File: config.mk
export PLATFORM = sky130hd
export DESIGN_NAME = predicting_fetch_unit_flat
export DESIGN_NICKNAME = d
export VERILOG_FILES = /design/src/rtl/predicting_fetch_unit_pkg.sv /design/src/rtl/predicting_fetch_unit_if.sv /design/src/rtl/predicting_fetch_unit_btb_table.sv /design/src/rtl/predicting_fetch_unit.sv /design/src/flat_wrapper.sv
export SDC_FILE = /design/constraint.sdc
export NUM_CORES = 1
export LEC_CHECK = 0
export ABC_AREA = 1
export CAP_MARGIN = 10
export CORE_MARGIN = 2
export CORE_UTILIZATION = 30
export CTS_BUF_LIST = sky130_fd_sc_hd__clkbuf_4
export CTS_CLUSTER_DIAMETER = 30
export DETAILED_ROUTE_END_ITERATION = 10
export PLACE_DENSITY_LB_ADDON = 0.15
export SETUP_SLACK_MARGIN = 0.5
export SKIP_CTS_REPAIR_TIMING = 1
export SLEW_MARGIN = 20
export SYNTH_ARGS = -nofsm -noshare
export SYNTH_HDL_FRONTEND = slang
export SYNTH_HIERARCHICAL = 1
export SYNTH_SLANG_ARGS = --single-unit
File: constraint.sdc
create_clock -name clock -period 4.6 [get_ports clock]
set_clock_uncertainty 0.1 [all_clocks]
set_input_delay 0.92 -clock clock [delete_from_list [all_inputs] [get_ports clock]]
set_output_delay 0.92 -clock clock [all_outputs]
set_load 0.01 [all_outputs]
File: src/rtl/predicting_fetch_unit_pkg.sv
// -----------------------------------------------------------------------------
// predicting_fetch_unit_pkg
// Shared definitions for the predicting fetch stage:
//   - ctr_e      : 2-bit saturating branch counter encoding
//   - CTR_ALLOC  : counter value given to a freshly allocated BTB entry
//   - clog2()    : index-width helper for the BTB
//   - ctr_train(): one saturating step of a counter toward taken/not-taken
// -----------------------------------------------------------------------------
package predicting_fetch_unit_pkg;

  typedef enum logic [1:0] {
    CTR_SNT = 2'b00,  // strong not-taken
    CTR_WNT = 2'b01,  // weak not-taken
    CTR_WT  = 2'b10,  // weak taken
    CTR_ST  = 2'b11   // strong taken
  } ctr_e;

  // A new entry starts weakly taken: one wrong outcome is enough to flip it.
  localparam ctr_e CTR_ALLOC = CTR_WT;

  function automatic int clog2(input int n);
    int w;
    w = 0;
    while ((1 << w) < n) w++;
    return w;
  endfunction

  function automatic ctr_e ctr_train(input ctr_e c, input logic taken);
    ctr_e r;
    r = c;
    if (taken) begin
      if (c != CTR_ST) r = ctr_e'(c + 2'd1);
    end else begin
      if (c != CTR_SNT) r = ctr_e'(c - 2'd1);
    end
    return r;
  endfunction

endpackage

File: src/rtl/predicting_fetch_unit_if.sv
// -----------------------------------------------------------------------------
// predicting_fetch_unit_if
// Bundles every non-clock/reset signal of the fetch stage.
//   imem side    : address_imem (out of fetch), q_imem (into fetch)
//   control      : stall, redirect_valid/redirect_pc (from execute)
//   BTB training : update_valid/pc/target/taken (from execute)
//   F/D latch    : fd_valid/pc/insn/pred_taken/pred_target (to decode)
// modport master = the fetch unit, modport slave = its environment.
// -----------------------------------------------------------------------------
interface predicting_fetch_unit_if #(
  parameter int ADDR_W = 32,
  parameter int INSN_W = 32
);

  logic [ADDR_W-1:0] address_imem;
  logic [INSN_W-1:0] q_imem;
  logic              stall;
  logic              redirect_valid;
  logic [ADDR_W-1:0] redirect_pc;
  logic              update_valid;
  logic [ADDR_W-1:0] update_pc;
  logic [ADDR_W-1:0] update_target;
  logic              update_taken;
  logic              fd_valid;
  logic [ADDR_W-1:0] fd_pc;
  logic [INSN_W-1:0] fd_insn;
  logic              fd_pred_taken;
  logic [ADDR_W-1:0] fd_pred_target;

  modport master (
    output address_imem,
    input  q_imem,
    input  stall,
    input  redirect_valid, redirect_pc,
    input  update_valid, update_pc, update_target, update_taken,
    output fd_valid, fd_pc, fd_insn, fd_pred_taken, fd_pred_target
  );

  modport slave (
    input  address_imem,
    output q_imem,
    output stall,
    output redirect_valid, redirect_pc,
    output update_valid, update_pc, update_target, update_taken,
    input  fd_valid, fd_pc, fd_insn, fd_pred_taken, fd_pred_target
  );

endinterface

File: src/rtl/predicting_fetch_unit_btb_table.sv
// -----------------------------------------------------------------------------
// predicting_fetch_unit_btb_table
// Direct-mapped branch target buffer with 2-bit saturating counters.
//   clk, rst_n        : clock, async active-low reset (clears valid bits only)
//   lookup_pc         : PC being fetched (combinational read port)
//   pred_taken        : entry hits and its counter says taken
//   pred_target       : stored target of the indexed entry
//   update_*          : training port from execute, written at posedge
// A lookup and an update to the same index in one cycle: the lookup sees the
// old contents because the write only lands at the clock edge.
// -----------------------------------------------------------------------------
module predicting_fetch_unit_btb_table
  import predicting_fetch_unit_pkg::*;
#(
  parameter int ADDR_W    = 32,
  parameter int BTB_DEPTH = 16
) (
  input  logic              clk,
  input  logic              rst_n,
  input  logic [ADDR_W-1:0] lookup_pc,
  output logic              pred_taken,
  output logic [ADDR_W-1:0] pred_target,
  input  logic              update_valid,
  input  logic [ADDR_W-1:0] update_pc,
  input  logic [ADDR_W-1:0] update_target,
  input  logic              update_taken
);

  localparam int IDX_W = clog2(BTB_DEPTH);
  localparam int TAG_W = ADDR_W - IDX_W;

  logic [BTB_DEPTH-1:0] valid_q;
  logic [TAG_W-1:0]     tag_q    [BTB_DEPTH];
  logic [ADDR_W-1:0]    target_q [BTB_DEPTH];
  ctr_e                 ctr_q    [BTB_DEPTH];

  // Read port
  logic [IDX_W-1:0] rd_idx;
  logic [TAG_W-1:0] rd_tag;
  logic             rd_hit;

  assign rd_idx      = lookup_pc[IDX_W-1:0];
  assign rd_tag      = lookup_pc[ADDR_W-1:IDX_W];
  assign rd_hit      = valid_q[rd_idx] && (tag_q[rd_idx] == rd_tag);
  assign pred_taken  = rd_hit && (ctr_q[rd_idx] inside {CTR_WT, CTR_ST});
  assign pred_target = target_q[rd_idx];

  // Update port: one entry written per cycle at most
  logic [IDX_W-1:0]  upd_idx;
  logic [TAG_W-1:0]  upd_tag;
  logic              upd_hit;
  logic              wr_en;
  logic [TAG_W-1:0]  tag_d;
  logic [ADDR_W-1:0] target_d;
  ctr_e              ctr_d;

  assign upd_idx = update_pc[IDX_W-1:0];
  assign upd_tag = update_pc[ADDR_W-1:IDX_W];
  assign upd_hit = valid_q[upd_idx] && (tag_q[upd_idx] == upd_tag);

  // NOTE: every output of this block gets a default before any branch, so no
  // path leaves a signal unassigned and no latch is inferred.
  always_comb begin
    wr_en    = 1'b0;
    tag_d    = upd_tag;
    target_d = update_target;
    ctr_d    = CTR_ALLOC;
    if (update_valid) begin
      if (upd_hit) begin
        wr_en = 1'b1;
        ctr_d = ctr_train(ctr_q[upd_idx], update_taken);
        // A not-taken outcome says nothing about where the branch goes.
        if (!update_taken) target_d = target_q[upd_idx];
      end else if (update_taken) begin
        // Miss and taken: allocate, evicting whatever aliased there.
        wr_en = 1'b1;
      end
    end
  end

  // NOTE: sequential state uses non-blocking assignments so every flop
  // samples pre-edge values regardless of process ordering.
  always_ff @(posedge clk or negedge rst_n) begin
    if (!rst_n) valid_q <= '0;
    else if (wr_en) valid_q[upd_idx] <= 1'b1;
  end

  // NOTE: tags, targets and counters are not reset; they are meaningless until
  // the valid bit is set, and leaving them resetless keeps this plain storage.
  always_ff @(posedge clk) begin
    if (wr_en) begin
      tag_q[upd_idx]    <= tag_d;
      target_q[upd_idx] <= target_d;
      ctr_q[upd_idx]    <= ctr_d;
    end
  end

endmodule

File: src/rtl/predicting_fetch_unit.sv
// -----------------------------------------------------------------------------
// predicting_fetch_unit
// Fetch stage of the 5-stage core with BTB-based next-PC prediction.
//   clock : master clock, posedge
//   reset : asynchronous, active-low
//   bus   : predicting_fetch_unit_if.master (imem, stall, redirect, BTB
//           training, F/D latch outputs)
// Next-PC priority: redirect > stall > predicted next PC. A correct taken
// prediction steers the very next fetch without a bubble.
// -----------------------------------------------------------------------------
module predicting_fetch_unit
  import predicting_fetch_unit_pkg::*;
#(
  parameter int                ADDR_W    = 32,
  parameter int                INSN_W    = 32,
  parameter int                BTB_DEPTH = 16,
  parameter logic [ADDR_W-1:0] RESET_PC  = '0
) (
  input  logic                   clock,
  input  logic                   reset,
  predicting_fetch_unit_if.master bus
);

  typedef struct packed {
    logic              valid;
    logic [ADDR_W-1:0] pc;
    logic [INSN_W-1:0] insn;
    logic              pred_taken;
    logic [ADDR_W-1:0] pred_target;
  } fd_t;

  logic [ADDR_W-1:0] pc_q, pc_d;
  fd_t               fd_q, fd_d;

  logic              pred_taken;
  logic [ADDR_W-1:0] pred_target;
  logic [ADDR_W-1:0] pc_plus1;
  logic [ADDR_W-1:0] pred_next;

  predicting_fetch_unit_btb_table #(
    .ADDR_W   (ADDR_W),
    .BTB_DEPTH(BTB_DEPTH)
  ) u_btb (
    .clk          (clock),
    .rst_n        (reset),
    .lookup_pc    (pc_q),
    .pred_taken   (pred_taken),
    .pred_target  (pred_target),
    .update_valid (bus.update_valid),
    .update_pc    (bus.update_pc),
    .update_target(bus.update_target),
    .update_taken (bus.update_taken)
  );

  // Wraps modulo 2^ADDR_W by construction.
  assign pc_plus1  = pc_q + ADDR_W'(1);
  assign pred_next = pred_taken ? pred_target : pc_plus1;

  always_comb begin
    pc_d = pc_q;
    fd_d = fd_q;
    if (bus.redirect_valid) begin
      pc_d = bus.redirect_pc;
      fd_d = '0;
    end else if (!bus.stall) begin
      pc_d             = pred_next;
      fd_d.valid       = 1'b1;
      fd_d.pc          = pc_q;
      fd_d.insn        = bus.q_imem;
      fd_d.pred_taken  = pred_taken;
      fd_d.pred_target = pred_next;
    end
  end

  always_ff @(posedge clock or negedge reset) begin
    if (!reset) begin
      pc_q <= RESET_PC;
      fd_q <= '0;
    end else begin
      pc_q <= pc_d;
      fd_q <= fd_d;
    end
  end

  assign bus.address_imem   = pc_q;
  assign bus.fd_valid       = fd_q.valid;
  assign bus.fd_pc          = fd_q.pc;
  assign bus.fd_insn        = fd_q.insn;
  assign bus.fd_pred_taken  = fd_q.pred_taken;
  assign bus.fd_pred_target = fd_q.pred_target;

endmodule
File: src/flat_wrapper.sv
// flat-port wrapper written by rule: the top's interface ports become plain ports
module predicting_fetch_unit_flat import predicting_fetch_unit_pkg::*;
#(
  parameter int                ADDR_W    = 32,
  parameter int                INSN_W    = 32,
  parameter int                BTB_DEPTH = 16,
  parameter logic [ADDR_W-1:0] RESET_PC  = '0
)
  (clock, reset, bus_address_imem, bus_q_imem, bus_stall, bus_redirect_valid, bus_redirect_pc, bus_update_valid, bus_update_pc, bus_update_target, bus_update_taken, bus_fd_valid, bus_fd_pc, bus_fd_insn, bus_fd_pred_taken, bus_fd_pred_target);
  predicting_fetch_unit_if #(.ADDR_W(ADDR_W), .INSN_W(INSN_W)) bus_i ();
  input  logic clock;
  input  logic reset;
  output wire logic [$bits(bus_i.address_imem)-1:0] bus_address_imem;
  input wire logic [$bits(bus_i.q_imem)-1:0] bus_q_imem;
  input wire logic [$bits(bus_i.stall)-1:0] bus_stall;
  input wire logic [$bits(bus_i.redirect_valid)-1:0] bus_redirect_valid;
  input wire logic [$bits(bus_i.redirect_pc)-1:0] bus_redirect_pc;
  input wire logic [$bits(bus_i.update_valid)-1:0] bus_update_valid;
  input wire logic [$bits(bus_i.update_pc)-1:0] bus_update_pc;
  input wire logic [$bits(bus_i.update_target)-1:0] bus_update_target;
  input wire logic [$bits(bus_i.update_taken)-1:0] bus_update_taken;
  output wire logic [$bits(bus_i.fd_valid)-1:0] bus_fd_valid;
  output wire logic [$bits(bus_i.fd_pc)-1:0] bus_fd_pc;
  output wire logic [$bits(bus_i.fd_insn)-1:0] bus_fd_insn;
  output wire logic [$bits(bus_i.fd_pred_taken)-1:0] bus_fd_pred_taken;
  output wire logic [$bits(bus_i.fd_pred_target)-1:0] bus_fd_pred_target;
  assign bus_address_imem = bus_i.address_imem;
  assign bus_i.q_imem = bus_q_imem;
  assign bus_i.stall = bus_stall;
  assign bus_i.redirect_valid = bus_redirect_valid;
  assign bus_i.redirect_pc = bus_redirect_pc;
  assign bus_i.update_valid = bus_update_valid;
  assign bus_i.update_pc = bus_update_pc;
  assign bus_i.update_target = bus_update_target;
  assign bus_i.update_taken = bus_update_taken;
  assign bus_fd_valid = bus_i.fd_valid;
  assign bus_fd_pc = bus_i.fd_pc;
  assign bus_fd_insn = bus_i.fd_insn;
  assign bus_fd_pred_taken = bus_i.fd_pred_taken;
  assign bus_fd_pred_target = bus_i.fd_pred_target;
  predicting_fetch_unit #(.ADDR_W(ADDR_W), .INSN_W(INSN_W), .BTB_DEPTH(BTB_DEPTH), .RESET_PC(RESET_PC)) u_core (.clock(clock), .reset(reset), .bus(bus_i));
endmodule
---- Yosys cells after proc, flatten, opt, wreduce, memory -nomap -nowiden ----
Memories as Yosys holds them, arrays and structs flattened.
Index checks and enable logic that the tools add are counted.
storage, ports and cells
  latch bits .............................. 0
  word-level logic and storage cells ...... 55
  memory bits (writable) .................. 992
  input bits .............................. 134
  output and inout port bits .............. 130
  memory bits (read-only) ................. 0
  register bits ........................... 146
  memories ................................ 3
memory list
  memory                 words  width  rd ports  clocked after memory_dff  wr ports  line                                   RTL
  u_core.u_btb.target_q  16     32     1         0                         1         predicting_fetch_unit_btb_table.sv:34  logic [ADDR_W-1:0] target_q [BTB_DEPTH];
  u_core.u_btb.tag_q     16     28     2         0                         1         predicting_fetch_unit_btb_table.sv:33  logic [TAG_W-1:0] tag_q [BTB_DEPTH];
  u_core.u_btb.ctr_q     16     2      2         0                         1         predicting_fetch_unit_btb_table.sv:35  ctr_e ctr_q [BTB_DEPTH];
operators by class
  bitwise logic cells ..................... 1
  divide/modulo/power cells ............... 0
  multiplexer cells ....................... 24
  $lt $le $gt $ge ......................... 3
  reduce and logical (&&, ||, !) cells .... 7
  add/sub/neg operators ................... 3
  multiply operators ...................... 0
  shifts and indexed selects .............. 0
  equal/unequal tests ..................... 7
operators with widths
  operator                                             number
  two-way mux 98 bit                                   2
  two-way mux 32 bit                                   6
  == test 28 bit                                       2
  adder 32 x 1 -> 32 bit, second input constant        1
  bitwise OR 16 bit                                    1
  < comparator 4 x 5 -> 1 bit, second input constant   2
  two-way mux 2 bit                                    5
  binary-select mux 1 bit (select 4 bit)               2
  two-way mux 1 bit                                    8
  demux 1 bit (select 4 bit)                           1
  == test 2 bit, second input constant                 2
  >= comparator 4 x 1 -> 1 bit, second input constant  1
  logical AND 1 bit                                    4
  nonzero test 2 bit                                   2
  != test 3 bit, second input constant                 1
  adder 2 x 1 -> 2 bit, second input constant          1
  != test 2 x 1 -> 1 bit, second input constant        1
  != test 2 bit, second input constant                 1
  AND reduction 2 bit                                  1
  subtractor 2 x 1 -> 2 bit, second input constant     1

---- Longest topological paths before layout ----
Gate-level depths: netlist (run 1).
  word-level depth ........................ 8
  gate-level depth with buffers ........... 25
  depth with buffers taken out ............ 22

---- Modules after synthesis ----
The synthesis (run 1) kept the hierarchy.
by module, submodules not included
  module                           cells each  area each (um^2)  seq. area each (um^2)  instances
  predicting_fetch_unit_btb_table  4346        45200.9           30189.0                1
  predicting_fetch_unit            769         6098.3            3253.1                 1

---- Worst setup path after synthesis (run 1) ----
OpenSTA, ideal clock, no wires.
  path kind ............................... in2reg
  start point ............................. input bus_update_pc[1]
  end point ............................... memory u_core.u_btb.target_q[0][0] (enable)
  cell stages on the path ................. 5
  setup time .............................. 0.461 ns
  path buffers ............................ 2
  slack ................................... 0.013 ns
  arrival time ............................ 4.026 ns
  data required time ...................... 4.039 ns
  path through ............................ buf_4 > nor2_1 > buf_2 > clkinv_1 > nor3_1
between the ends
  longest elaborated chain between the ends .. 8
  elaborated cells on any way between the ends .. 11
  those cells by class .................... 2 x eq/ne; 6 x mux; 2 x reduce/logical; 1 x memory
RTL lines
  what                                                                                 line                                   RTL
  start, declared                                                                      flat_wrapper.sv:19                     input wire logic [$bits(bus_i.update_pc)-1:0] bus_update_pc;
  memory read (16 x 28 bit) or binary-select mux 1 bit (select 4 bit) (tied branches)  --
  == test 28 bit or two-way mux 1 bit (tied branches)                                  predicting_fetch_unit_btb_table.sv:59  assign upd_hit = valid_q[upd_idx] && (tag_q[upd_idx] == upd_tag);
  logical AND 1 bit                                                                    predicting_fetch_unit_btb_table.sv:59
  two-way mux 1 bit                                                                    predicting_fetch_unit_btb_table.sv:69  if (upd_hit) begin
  two-way mux 1 bit                                                                    predicting_fetch_unit_btb_table.sv:68  if (update_valid) begin
  two-way mux 1 bit                                                                    predicting_fetch_unit_btb_table.sv:91  if (wr_en) begin
  two-way mux 1 bit (not written as such)                                              predicting_fetch_unit_btb_table.sv:93  target_q[upd_idx] <= target_d;
  AND reduction 2 bit (no source line)                                                 --
  end, declared                                                                        predicting_fetch_unit_btb_table.sv:34
Several ways; a longest one is shown, not always the timed one. The select of a mux whose other input is x is not followed.

---- Worst setup path after layout (run 1) ----
  start point ............................. register u_core.pc_q[0], in the netlist u_core/bus.address_imem[0]
  end point ............................... register u_core.pc_q[22], in the netlist u_core/bus.address_imem[22]
between the ends
  longest elaborated chain between the ends .. 7
  elaborated cells on any way between the ends .. 15
  those cells by class .................... 1 x add/sub; 3 x eq/ne; 5 x mux; 3 x reduce/logical; 3 x memory
RTL lines
  what                                                     line                                                                          RTL
  start, declared                                          predicting_fetch_unit.sv:32                                                   logic [ADDR_W-1:0] pc_q, pc_d;
  start signal, assigned                                   predicting_fetch_unit.sv:80                                                   pc_q <= pc_d;
  memory read (16 x 28 bit) (tied with other cells)        --
  == test 28 bit (tied with other cells)                   predicting_fetch_unit_btb_table.sv:44                                         assign rd_hit = valid_q[rd_idx] && (tag_q[rd_idx] == rd_tag);
  logical AND 1 bit or nonzero test 2 bit (tied branches)  predicting_fetch_unit_btb_table.sv:44, predicting_fetch_unit_btb_table.sv:45
  logical AND 1 bit (*)                                    predicting_fetch_unit_btb_table.sv:45                                         assign pred_taken = rd_hit && (ctr_q[rd_idx] inside {CTR_WT, CTR_ST});
  net u_core.pred_taken                                    predicting_fetch_unit.sv:35                                                   logic pred_taken;
  two-way mux 32 bit (*)                                   predicting_fetch_unit.sv:57                                                   assign pred_next = pred_taken ? pred_target : pc_plus1;
  two-way mux 32 bit (*)                                   predicting_fetch_unit.sv:65                                                   end else if (!bus.stall) begin
  two-way mux 32 bit (*)                                   predicting_fetch_unit.sv:62                                                   if (bus.redirect_valid) begin
The timed path passes the listed nets; every way through them passes the cells marked *. The select of a mux whose other input is x is not followed.
A chain may end at the register's enable or synchronous reset.

==> results of run 1 <==
## path summary, 6_finish.rpt
kind | from | to | slack [ns] | cells past startpoint
min in group asynchronous | reset | u_core/bus.fd_insn[15] | 0.10 | 2
setup reg to reg | u_core/bus.address_imem[0] | u_core/bus.address_imem[22] | 0.57 | 19
hold / removal | bus_redirect_pc[31] | u_core/bus.address_imem[31] | 0.05 | 3
max in group asynchronous | reset | u_core/u_btb/valid_q[5] | 3.37 | 3
setup / recovery | u_core/bus.address_imem[0] | u_core/bus.address_imem[22] | 0.57 | 19
hold reg to reg | u_core/bus.fd_insn[10] | u_core/bus.fd_insn[10] | 0.38 | 2
## layout make-up
type,count,area share (%)
multi-input combinational,3453,25.3
sequential,1138,53.3
timing repair inverter,2,0.0438
tap,2218,4.42
timing repair buffer,486,8.78
antenna,10,0.0398
inverter,195,1.26
clock buffer,491,5.87
clock inverter,126,0.996
## tightest hold or removal path, cell delays in order
cell and delay, ns:
clkdlybuf4s50_1 0.40, nand2_1 0.07, nand3_1 0.07
## state kept, by name, summed over array words and instances, names as in the netlist
name / cells
u_core/u_btb/ctr_q: 32
u_core/u_btb/valid_q: 16
u_core/bus.fd_pred_target: 32
u_core/u_btb/target_q: 512
u_core/bus.fd_pred_taken: 1
u_core/bus.fd_insn: 32
u_core/bus.fd_valid: 1
u_core/u_btb/tag_q: 448
u_core/bus.address_imem: 32
u_core/bus.fd_pc: 32
## synthesized netlist by cell type, types with 25 or more instances
master / number / area, um^2
nor3_1: 31 / 155
nand2_1: 1504 / 5650
buf_2: 50 / 250
o211ai_1: 118 / 886
nor2_1: 658 / 2470
dfrtp_1: 146 / 3650
o22ai_1: 33 / 206
inv_1: 184 / 691
nand3_1: 206 / 1030
clkbuf_1: 223 / 837
o221ai_1: 132 / 1160
o21ai_0: 595 / 2980
a21oi_1: 79 / 395
buf_1: 25 / 93.8
edfxtp_1: 992 / 29800
## per-layer routing
| layer | up-vias | wire (um) |
|---|---|---|
| met4 | 6 | 7410 |
| met5 | - | 36 |
| met1 | 20600 | 87200 |
| li1 | 19100 | - |
| met3 | 404 | 12900 |
| met2 | 1662 | 98700 |
## power groups by stage
stage	clock network (mW)	logic, mW	registers, mW
finish	9.76	3.86	11.6
global route	10.6	4.13	11.6
CTS	10.1	3.67	11.6
detailed placement	0	3.65	11.8
global placement	0	3.66	11.8
floorplan	0	1.77	11.8
## kinds of logic after synthesis
kind of cell | share of synthesized area [%]
simple gates | 18.7
flops | 65.2
compound gates | 11.5
buf+inv | 4.29
xor+xnor | 0.359
fa+ha+maj | 0.0244
## stage by stage
step	hold slack (ns)	utilization, %	setup TNS [ns]	setup slack [ns]	instances
2_1_floorplan	0.327	-	0	0.0135	5115
3_3_place_gp	0.354	34.1	0	0.318	7467
3_5_place_dp	0.358	34.1	0	0.343	7467
4_1_cts	-0.593	36.6	-0.591	-0.348	8084
5_1_grt	-0.0308	37.0	0	0.421	8119
6_report	0.0545	37.0	0	0.570	8119
==> key figures, run 1 <==
Placement
  – Final GP Congestion: 0.886
  – Area post-placement: 57800 um^2
  – PortBufs: 263
  – Detail Placement HPWL: 124000 um

Worst setup path
  – Slowest-stage cell, CP: dfrtp_4
  – Worst Path Required: 5.64 ns
  – Setup CP Type: flop to flop
  – Critical-path maximum fanout: 19
  – Critical path's top delay family: buffers and inverters
  – CP arrival: 5.07 ns
  – CP Cell Sequence: clkbuf_4 > buf_4 > inv_8 > o21ai_0 > o211ai_1 > nand3_2 > nand2_1 > xor2_2 > nor2_1 > nand2_1 > nor2_1 > nand2_1 > nor2_1 > buf_4 > inv_1 > buf_4 > nand2_1 > o21ai_1 > nand3_1
  – Slowest stage delay, CP: 0.52 ns
  – CP most frequent cell: nand2_1
  – Crit start category: flop
  – CP bufs+invs: 6
  – CP endpoint kind: flop

Global route
  – Global Route met3 Usage: 3.81%
  – Largest net degree at the start of global routing: 203
  – Global Route Usage Sum: 22.5%
  – Vias in the first global route: 39700
  – First-pass GRT wire length: 286000 um
  – Initial antenna violation count: 10
  – Met2 Usage GRT: 36.7%
  – M1 GR Usage: 30.0%
  – Gr ovfl total: 0
  – Busiest grt layer: met2

Power
  – Net Sw Power: 7.47 mW
  – Pint: 17.7 mW
  – Largest vdd supply drop: 0.298 mV
  – Pwr Total: 25.2 mW
  – Combinational power share: 15.3%
  – Clock Power Share: 38.7%
  – Register share of total power: 46.0%
  – Pwr Density: 402 nW/um^2
  – Pleak: 24.2 nW
  – Sw frac: 29.6%

Drt
  – Routed vias: 41700
  – Routed len/inst: 25.4 um
  – Wirelength, routed: 206000 um
  – Vias per inst: 5.14
  – Residual DRC: 0
  – Drt pass-1 iters: 6
  – Initial drt markers: 3915
  – Post-route ant nets: 0

Final layout
  – P&R area growth vs syn: 22.4%
  – Most frequent cells in the layout: 1498 x nand2_1, 992 x edfxtp_1, 653 x nor2_1
  – Final Instance Area: 62800 um^2
  – FILL cells: 17100
  – Nets: 5773
  – Layout cells sized above 1: 14.4%
  – Register area: 33500 um^2
  – Multi-input gate area: 15900 um^2
  – Most common cell after layout, fill and taps aside: nand2_1

CTS
  – Clk root buf: clkbuf_4
  – Max Buffers Root-to-Sink: 4
  – Clock latency on the worst-skew pair: 1.35 ns
  – Number of CTS-inserted buffers: 362
  – CTS tree: yes
  – Clk sinks: 1138
  – H-tree depth: 5
  – Reg clk slew, reported paths: 0.06 ns

Timing
  – Worst slew pin tran: 0.788 ns
  – Tcrit/Tclk final: 87.6%
  – RSZ-0062 raised after global routing: true
  – Relative slew slack: 47.5%
  – Slew Viols, Final: 0
  – Final setup violating endpoints: 0
  – Fmax: 248 MHz
  – Minimum clock period: 4.03 ns
  – Final hold vios: 0

Yosys
  – Synthesized cell area: 51300 um^2
  – Most used DFF post-synth: edfxtp_1
  – #FFs+latches synth: 1138
  – Syn nets: 5250
  – Register area share after synthesis: 65.2%
  – Post-synth EDFFs: 992
  – Netlist cell types: 38
  – Mapped Avg Cell Area: 10.0 um^2
  – Synth Warn #: 6
  – Fraction of registers with async set/reset: 12.8%
  – Gate Count Post-Synth: 5115

Die
  – Chip width: 418 um
  – Die Y: 418 um
  – Initial Util: 30.2%
  – I/O pin cnt: 264
  – Die ar.: 174000 um^2
  – Core box area: 170000 um^2
  – Number of core rows: 151

Run status
  – Outcome: finished clean

Min path
  – Hold Crit Class: input pin to flop

Run
  – Max Cap Violations: 0
Power figures use the tool's default switching activity.
==> inputs of run 2 (changes only) <==
- CORE_MARGIN: 2 -> default
- TNS_END_PERCENT: default -> 100
==> key figures, run 2 (same netlist as run 1, synthesis figures left out) <==
Run status
  – Outcome: finished clean

Worst setup path
  – Slowest stage delay, CP: 0.53 ns (about the same)
  – Critical-path maximum fanout: 30 (+11)
  – CP Cell Sequence: buf_12 > clkinv_8 > buf_6 > nor2_1 > o211ai_1 > nand3_2 > nand2_1 > xor2_1 > nor2_1 > nand2_1 > nor2_1 > nand2_1 > nor2_1 > buf_4 > inv_1 > nor2_1 > buf_4 > a32oi_1 > o211ai_1
  – CP arrival: 5.05 ns (-0.02 ns)
  – Slowest-stage cell, CP: o211ai_1
  – RR Startpoint: u_core/bus.address_imem[0]
  – CP most frequent cell: nor2_1
  – R2r worst-path depth: 19 (unchanged)
  – R2r setup slk: 0.58 ns (about the same)
  – Setup CP Type: flop to flop
  – Worst Path Required: 5.63 ns (about the same)
  – CP endpoint kind: flop
  – Reg2reg end: u_core/bus.address_imem[2]
  – Crit start category: flop

Drt
  – Post-route ant nets: 0 (unchanged)
  – Wirelength, routed: 204000 um (-0.92%)
  – Routed len/inst: 25.1 um (-1.1%)
  – Drt pass-1 iters: 5 (-1)
  – Residual DRC: 0 (unchanged)
  – Routed vias: 41700 (-0.091%)
  – Initial drt markers: 4088 (+4.4%)
  – Vias per inst: 5.12 (-0.31%)

Min path
  – Hold_sp: bus_redirect_pc[16]
  – Worst hold path endpoint: u_core/bus.address_imem[16]
  – Hold path depth: 3 (unchanged)
  – Hold Crit Class: input pin to flop

Global route
  – Gr ovfl total: 0 (unchanged)
  – Initial antenna violation count: 13 (+3)
  – Largest net degree at the start of global routing: 165 (-19%)
  – Vias in the first global route: 39900 (+0.46%)
  – Global Route Usage Sum: 22.9% (+0.45 points)
  – First-pass GRT wire length: 289000 um (+0.97%)

Power
  – Pwr Density: 404 nW/um^2 (+0.55%)
  – Pint: 17.9 mW (+1.1%)
  – Net Sw Power: 7.43 mW (-0.60%)
  – Clock Power Share: 39.3% (+0.6 points)
  – Pleak: 24.3 nW (+0.33%)
  – Combinational power share: 15.1% (-0.2 points)
  – Sw frac: 29.3% (-0.36 points)
  – Register share of total power: 45.7% (-0.3 points)
  – Largest vdd supply drop: 0.324 mV (+8.6%)

Run
  – Max Cap Violations: 0 (unchanged)

CTS
  – Reg clk slew, reported paths: 0.06 ns (about the same)
  – Clk root buf: clkbuf_4
  – Max Buffers Root-to-Sink: 4 (unchanged)
  – Clock latency on the worst-skew pair: 1.32 ns (-0.03 ns)
  – Clk sinks: 1138 (unchanged)
  – CTS tree: yes
  – Number of CTS-inserted buffers: 366 (+1.1%)
  – H-tree depth: 5 (unchanged)

Placement
  – Detail Placement HPWL: 125000 um (+0.82%)
  – Post-place setup slack: 0.288 ns (-0.0545 ns)
  – PortBufs: 263 (unchanged)
  – Post-Place Cells: 7486 (+0.25%)
  – Final GP Congestion: 0.874 (-1.3%)
  – Area post-placement: 57900 um^2 (+0.12%)

Final layout
  – Largest Register: u_core/u_btb/target_q
  – Top flop regs: u_core/u_btb/target_q x512, u_core/u_btb/tag_q x448
  – FILL cells: 17100 (+0.11%)
  – Multi-input gate area: 15900 um^2 (about the same)
  – Most frequent cells in the layout: 1497 x nand2_1, 992 x edfxtp_1, 654 x nor2_1
  – Nets: 5787 (+0.24%)
  – Final Instance Area: 62800 um^2 (about the same)
  – P&R area growth vs syn: 22.5% (about the same)
  – Max reg flops: 512 (unchanged)
  – Register area: 33500 um^2 (unchanged)
  – Fin cells: 8137 (+0.22%)
  – Layout cells sized above 1: 14.9% (+0.50 points)
  – Most common cell after layout, fill and taps aside: nand2_1

Die
  – Number of core rows: 151 (unchanged)
  – I/O pin cnt: 264 (unchanged)
  – Core box area: 170000 um^2 (unchanged)
  – Die ar.: 173000 um^2 (-0.96%)
  – Chip width: 416 um (-0.48%)
  – Initial Util: 30.2% (unchanged)
  – Die Y: 416 um (-0.48%)

Timing
  – Final setup violating endpoints: 0 (unchanged)
  – RSZ-0062 raised after global routing: true
  – Minimum clock period: 4.02 ns (-0.0100 ns)
  – Final hold slack: 0.0873 ns (+0.0328 ns)
  – Fmax: 249 MHz (+0.25%)
  – Final hold vios: 0 (unchanged)
  – Setup TNS: 0 ns (unchanged)
  – Worst slew pin tran: 0.990 ns (+0.203 ns)
  – Setup WS post-layout: 0.580 ns (+0.0100 ns)
  – Tcrit/Tclk final: 87.4% (-0.22 points)
  – Slew Viols, Final: 0 (unchanged)
  – Relative slew slack: 34.0% (-14 points)
## run 2: power groups by stage
stage | Combinational (mW) | Sequential (mW) | Clock [mW]
final | 3.82 | 11.6 | 9.96
after global routing | 4.10 | 11.6 | 10.8
after CTS | 3.68 | 11.6 | 10.3
after detailed placement | 3.67 | 11.8 | 0
after global placement | 3.67 | 11.8 | 0
after floorplan | 1.77 | 11.8 | 0
## run 2: worst max-delay path by stage
| stage | startpoint | endpoint | cells after the start |
|---|---|---|---|
| after floorplan | bus_update_pc[1] | u_core/u_btb/target_q[0][0] | 5 |
| after global placement | bus_update_pc[2] | u_core/u_btb/tag_q[5][14] | 20 |
| after detailed placement | bus_update_pc[2] | u_core/u_btb/tag_q[5][14] | 20 |
| after CTS | u_core/bus.address_imem[0] | bus_address_imem[0] | 3 |
| after global routing | u_core/bus.address_imem[0] | bus_address_imem[0] | 4 |
| final | u_core/bus.address_imem[0] | u_core/bus.address_imem[2] | 19 |
## run 2: critical path: cells and delay by family, from the launching register on
kind,cells,cell delay [ns]
buf+inv,6,1.12
compound gates,3,1.06
simple gates,9,0.84
flops,1,0.49
xor+xnor,1,0.15
## run 2: per-stage QoR
stage,power (mW),util [%]
final,25.4,37.0
after global routing,26.5,37.0
after CTS,25.6,36.7
after detailed placement,15.5,34.1
after global placement,15.5,34.1
after floorplan,13.5,-
## run 2: cell type report
| type | instances | area share [%] |
|---|---|---|
| multi-input cells | 3453 | 25.3 |
| clock inverters | 118 | 0.992 |
| repair buffers | 498 | 8.71 |
| diodes | 10 | 0.0398 |
| flip-flops and latches | 1138 | 53.2 |
| inverters | 195 | 1.23 |
| well taps | 2218 | 4.42 |
| clock buffers | 507 | 6.06 |
## run 2: routing by layer
metal  part of all wire (%)  vias to the layer above  GRT usage, %  wire length (um)
met3                    5.8                      320          3.83             11900
met4                    3.5                        8          9.04              7070
met5                  0.027                        -             0                56
met2                     48                     1454          36.8             97100
met1                     43                    20800          30.8             88200
li1                       -                    19100             -                 -
